--- config.mk ---
export PLATFORM = sky130hd
export DESIGN_NAME = dma_rom_copier
export DESIGN_NICKNAME = d
export VERILOG_FILES = /design/src/rtl/dma_rom_copier.sv
export SDC_FILE = /design/constraint.sdc
export NUM_CORES = 1
export LEC_CHECK = 0
export ABC_AREA = 1
export BUFFER_PORTS_ARGS = -buffer_cell sky130_fd_sc_hd__buf_2
export CAP_MARGIN = 0
export CORE_MARGIN = 2
export CORE_UTILIZATION = 57
export CTS_CLUSTER_SIZE = 28
export DETAILED_ROUTE_END_ITERATION = 6
export PLACE_DENSITY = 0.8
export SYNTH_ARGS = -nofsm -noshare
export SYNTH_HDL_FRONTEND = slang
export SYNTH_SLANG_ARGS = --single-unit
--- constraint.sdc ---
create_clock -name clk -period 2 [get_ports clk]
set_clock_uncertainty 0.15 [all_clocks]
set_input_delay 0.2 -clock clk [delete_from_list [all_inputs] [get_ports clk]]
set_output_delay 0.2 -clock clk [all_outputs]
set_load 0.02 [all_outputs]
--- src/rtl/dma_rom_copier.sv ---
// dma_rom_copier: block-copy engine from the ROM controller into main memory.
// The processor programs source, destination and length through memory-mapped
// register writes; a length write with a non-zero value starts the copy. While
// copying, the processor is stalled (proc_en=0) and each ROM word is fetched
// with a load_rom/ready handshake and then written to memory with dst_write.
//
// Ports
//   clk, rst          system clock, synchronous active-high reset
//   en, write         register select and write strobe from the processor side
//   wr_mode           register index: 0 src[15:0], 1 src[22:16], 2 dst, 3 length+start
//   ctrl_data         processor write data
//   src_addr          ROM word address, valid while load_rom=1
//   load_rom          one-cycle ROM read request
//   src_data, ready   ROM read data and its data-valid pulse
//   dst_addr          memory write address
//   dst_data          memory write data
//   dst_write         one-cycle memory write strobe
//   proc_en           0 while a copy is active
//   busy              1 whenever the engine is not idle
//   err               sticky timeout flag, cleared by the next start
module dma_rom_copier #(
    parameter int unsigned SRC_W   = 23,
    parameter int unsigned DST_W   = 16,
    parameter int unsigned DATA_W  = 16,
    parameter int unsigned TIMEOUT = 255
) (
    input  logic              clk,
    input  logic              rst,
    input  logic              en,
    input  logic              write,
    input  logic [1:0]        wr_mode,
    input  logic [DATA_W-1:0] ctrl_data,
    output logic [SRC_W-1:0]  src_addr,
    output logic              load_rom,
    input  logic [DATA_W-1:0] src_data,
    input  logic              ready,
    output logic [DST_W-1:0]  dst_addr,
    output logic [DATA_W-1:0] dst_data,
    output logic              dst_write,
    output logic              proc_en,
    output logic              busy,
    output logic              err
);

    localparam int unsigned TMO_W  = 8;
    localparam int unsigned SRC_LO = 16;

    typedef enum logic [1:0] {
        IDLE  = 2'd0,
        REQ   = 2'd1,
        WAIT  = 2'd2,
        WRITE = 2'd3
    } state_t;

    state_t            state, state_n;
    logic [SRC_W-1:0]  src, src_n;
    logic [DST_W-1:0]  dst, dst_n;
    logic [DATA_W-1:0] len, len_n;
    logic [TMO_W-1:0]  tmo, tmo_n;
    logic              err_n;

    logic [SRC_W-1:0]  src_addr_n;
    logic              load_rom_n;
    logic [DST_W-1:0]  dst_addr_n;
    logic [DATA_W-1:0] dst_data_n;
    logic              dst_write_n;
    logic              proc_en_n;
    logic              busy_n;

    // State, datapath and registered outputs.
    always_ff @(posedge clk) begin
        if (rst) begin
            state     <= IDLE;
            src       <= '0;
            dst       <= '0;
            len       <= '0;
            tmo       <= '0;
            err       <= 1'b0;
            src_addr  <= '0;
            load_rom  <= 1'b0;
            dst_addr  <= '0;
            dst_data  <= '0;
            dst_write <= 1'b0;
            proc_en   <= 1'b1;
            busy      <= 1'b0;
        end else begin
            state     <= state_n;
            src       <= src_n;
            dst       <= dst_n;
            len       <= len_n;
            tmo       <= tmo_n;
            err       <= err_n;
            src_addr  <= src_addr_n;
            load_rom  <= load_rom_n;
            dst_addr  <= dst_addr_n;
            dst_data  <= dst_data_n;
            dst_write <= dst_write_n;
            proc_en   <= proc_en_n;
            busy      <= busy_n;
        end
    end

    // Next-state, register programming and next output values.
    always_comb begin
        state_n     = state;
        src_n       = src;
        dst_n       = dst;
        len_n       = len;
        tmo_n       = tmo;
        err_n       = err;
        src_addr_n  = '0;
        load_rom_n  = 1'b0;
        dst_addr_n  = '0;
        dst_data_n  = '0;
        dst_write_n = 1'b0;

        case (state)
            IDLE: begin
                if (en && write) begin
                    case (wr_mode)
                        2'd0: src_n = {src[SRC_W-1:SRC_LO], ctrl_data[SRC_LO-1:0]};
                        2'd1: src_n = {ctrl_data[SRC_W-SRC_LO-1:0], src[SRC_LO-1:0]};
                        2'd2: dst_n = DST_W'(ctrl_data);
                        2'd3: begin
                            // A zero length is dropped entirely.
                            if (ctrl_data != '0) begin
                                len_n   = ctrl_data;
                                err_n   = 1'b0;
                                state_n = REQ;
                            end
                        end
                        default: ;
                    endcase
                end
            end
            REQ: begin
                tmo_n   = '0;
                state_n = WAIT;
            end
            WAIT: begin
                if (ready) begin
                    // The write-data register doubles as the latch for the ROM word.
                    dst_write_n = 1'b1;
                    dst_addr_n  = dst;
                    dst_data_n  = src_data;
                    state_n     = WRITE;
                end else if (tmo == TMO_W'(TIMEOUT - 1)) begin
                    // TIMEOUT wait cycles without ready: abandon the copy.
                    err_n   = 1'b1;
                    state_n = IDLE;
                end else begin
                    tmo_n = tmo + TMO_W'(1);
                end
            end
            WRITE: begin
                src_n   = src + SRC_W'(1);
                dst_n   = dst + DST_W'(1);
                len_n   = len - DATA_W'(1);
                state_n = (len != DATA_W'(1)) ? REQ : IDLE;
            end
            default: state_n = IDLE;
        endcase

        // Request is registered on REQ entry so it is high for the whole REQ cycle.
        if (state_n == REQ) begin
            load_rom_n = 1'b1;
            src_addr_n = src_n;
        end

        busy_n    = (state_n != IDLE);
        proc_en_n = (state_n == IDLE);
    end

endmodule

==> results.txt <==
----------------------------------------------------
[Yosys]
  Most used flip-flop cell after synthesis ... dfxtp_1
  Share of the yosys chip area belonging to registers ... 40.1%
  Synthesized-area fraction occupied by adder cells ... 2.00%
  Share of the synthesized area in the top cell type ... 40.1%
  Most used standard cell by instance count after synthesis ... nand2_1
  Area fraction in compound gates after synthesis ... 12.2%
  Leading post-synthesis cells by instance count ... nand2_1, nor2_1, dfxtp_1, inv_1, o21ai_0
  Number of flops mapped to enable cells by yosys ... 0
  Post-synthesis async set-or-reset flop share ... 0%
  Proportion of synthesized area in mux cells ... 0%
  Syn Inst Count ... 955
  Register bit total from synthesis ... 125
  Area of the mapped netlist ... 6240 um2
  Post-Synth Simple-Gate Area ... 34.3%
  Number of warning messages in the yosys log ... 0
  Mean instance size in the synthesized netlist ... 6.54 um2
  Post-synthesis cell type count ... 38
  Largest family of logic cells by synthesized area ... simple AND/OR/NAND/NOR gates
  Post-synthesis cell type with the largest combined area ... dfxtp_1
  Mapped Nets ... 1004
  Xor and xnor area share after synthesis ... 2.11%
  Cell types occupying the most area after synthesis ... dfxtp_1, nand2_1, nor2_1

[Timing]
  Worst slew margin relative to its limit ... 49.3%
  Final Slew Violations ... 0
  Max Clk Rate ... 525 MHz
  Crit share post-route ... 95.3%
  Slew of the pin with the lowest slew margin ... 0.760 ns
  Fin crit period ... 1.91 ns
  Final setup viols ... 0
  Hold Violations, Final ... 0

[Min path]
  Worst hold path type ... in -> reg
  Count of cells along the worst hold path ... 5

[Final layout]
  Post-route cell area ... 7960 um2
  Post-layout util ... 74.1%
  Fraction of layout instances using a drive strength above 1 ... 17.0%
  Nets@finish ... 1143
  Diode count ... 0
  Layout-stage area growth over the synthesis result ... 27.5%
  Filler cell count in the final layout ... 885

[Clocking]
  Clock tree from TritonCTS ... built
  Clock H-tree levels ... 4
  Clock insertion delay at the later pin of the skew report ... 0.54 ns
  Clock tree root driver cell ... clkbuf_8
  Clock buffers created by TritonCTS ... 17
  Number of sinks driven by the clock tree ... 125
  Buffers from clock root to sink, at most ... 2
  Reg clk slew, reported paths ... 0.06 ns

[Worst setup path]
  Maximum net fanout on the critical path ... 6
  Endpoint type of the worst setup path ... flip-flop
  WP data arrival ... 2.18 ns
  Depth of the most critical reg-to-reg path ... 8
  Startpoint types ... input port
  Required time worst endpoint ... 2.27 ns
  Critical Setup Path Class ... in -> reg

[Route]
  Remaining DRCs ... 0
  Drt via density ... 5.31
  Count of antenna-violating nets left after detailed routing ... 0
  Via count of the routed design ... 6619
  DRT Wirelength ... 18500 um
  Number of violations reported at the end of detailed-routing iteration 0 ... 458
  First-pass iteration count of the detailed router ... 5
  Final routed wire length divided by cell count ... 14.8 um

[Global routing]
  Via count of the first global-routing pass ... 5986
  Maximum number of pins on one net before global-route repair ... 58
  Aggregate global-route resource usage ... 31.1%
  Total gr overflow ... 0
  Global-route wire length before repair ... 28500 um
  Number of antenna violations at the first check in global routing ... 0

[Placement]
  Number of buffers inserted by port buffering ... 98
  Placed instance area ... 6940 um2
  Post-detail-place hpwl ... 12300 um
  Routability cong. ... 0.942

[Floorplanning]
  Core footprint ... 10700 um2
  Initial Util ... 58.1%
  Area enclosed by the die boundary ... 11800 um2
  Total I/O pin count ... 99
  Height of the die ... 109 um
  Rows ... 38
  Die width ... 109 um

[Power]
  Areal power density over the cells ... 799 nW/um2
  Static Leakage ... 0.00367 uW
  Largest voltage drop on the vdd net ... 0.909 mV

[Flow run]
  Maximum Capacitance Violations ... 0

[Status]
  Result of the run ... completed

----------------------------------------------------
==> metal layers <==
metal | track usage, % | vias up | routed length [um]
met2 | 53.3 | 276 | 8850
met5 | 0 | - | 0
met3 | 6.10 | 71 | 1210
met4 | 15.7 | 0 | 869
li1 | - | 3306 | -
met1 | 37.1 | 2966 | 7530
==> cell families (layout without fill, tap and decap cells) <==
| kind of cell | count (synthesis) | in the layout |
|---|---|---|
| buffers and inverters | 147 | 297 |
| XOR/XNOR | 15 | 15 |
| AND/OR/NAND/NOR | 518 | 520 |
| AO/OA/AOI/OAI | 140 | 140 |
| flip-flops | 125 | 125 |
| adder cells (fa/ha/maj) | 10 | 10 |
==> final cells by class <==
type                            instances  area (um2)  area share [%]
Timing Repair Buffer                  149         982            12.3
Tap cell                              140         175            2.20
Inverter                              116         439            5.52
Multi-Input combinational cell        685        3250            40.8
Sequential cell                       125        2510            31.5
Clock inverter                         12         169            2.12
Clock buffer                           20         435            5.47
==> final timing paths <==
check	from	end	slack [ns]
max	ctrl_data[1]	src_addr[19]	0.09
min	ctrl_data[8]	dst[8]	0.02
max reg2reg	state[0]	src_addr[19]	0.10
min reg2reg	err	err	0.30
==> worst max-delay path: stages <==
cell and delay (ns):
dlygate4sd3_1 0.56, buf_2 0.17, inv_1 0.12, nand3_1 0.09, nor2_1 0.18, nand2_1 0.17
a21oi_1 0.25, nand2_4 0.16, nand3_4 0.21, nor2_2 0.06
==> report_power, final <==
group | internal, uW | switching (uW) | total [uW]
Clock | 2050 | 1110 | 3150
Sequential | 2550 | 59.4 | 2610
Combinational | 227 | 374 | 602
==> flip-flops by register name (all words and copies together), names as in the netlist <==
name       flops
src           23
src_addr      23
dst           16
dst_addr      16
dst_data      16
len           16
tmo            8
state          2
busy           1
dst_write      1
err            1
load_rom       1
proc_en        1
==> placed cells by master, fill, tap and decap left out, types with 16 or more instances in the layout <==
cell           Yosys  final
clkbuf_16          0     16
dlygate4sd3_1      0     27
buf_2              5     98
nor2_1           199    193
o21ai_0           69     69
inv_1            115    113
buf_4              2     20
nand3_1           56     56
a21oi_1           46     46
nand2_1          222    218
dfxtp_1          125    121
==> what timing repair did <==
action	in CTS	in global routing
endpoints found under the setup margin	0	55
hold endpoints to repair	40	0
hold buffers	27	0
gates resized for setup	0	26
buffers inserted	0	6
==> metrics by stage <==
step                setup TNS, ns  total power (uW)  std cells  worst slack (ns)  hold slack, ns
floorplan                       0              3000        955             0.169           0.162
global placement                0              3170       1180            0.0783           0.262
detailed placement              0              3170       1180            0.0134           0.269
CTS                             0              6330       1239            0.0107          0.0139
global route               -0.155              6560       1247           -0.0307          0.0250
finish                          0              6360       1247            0.0937          0.0205
No activity file was read; power rests on OpenSTA's default activity.
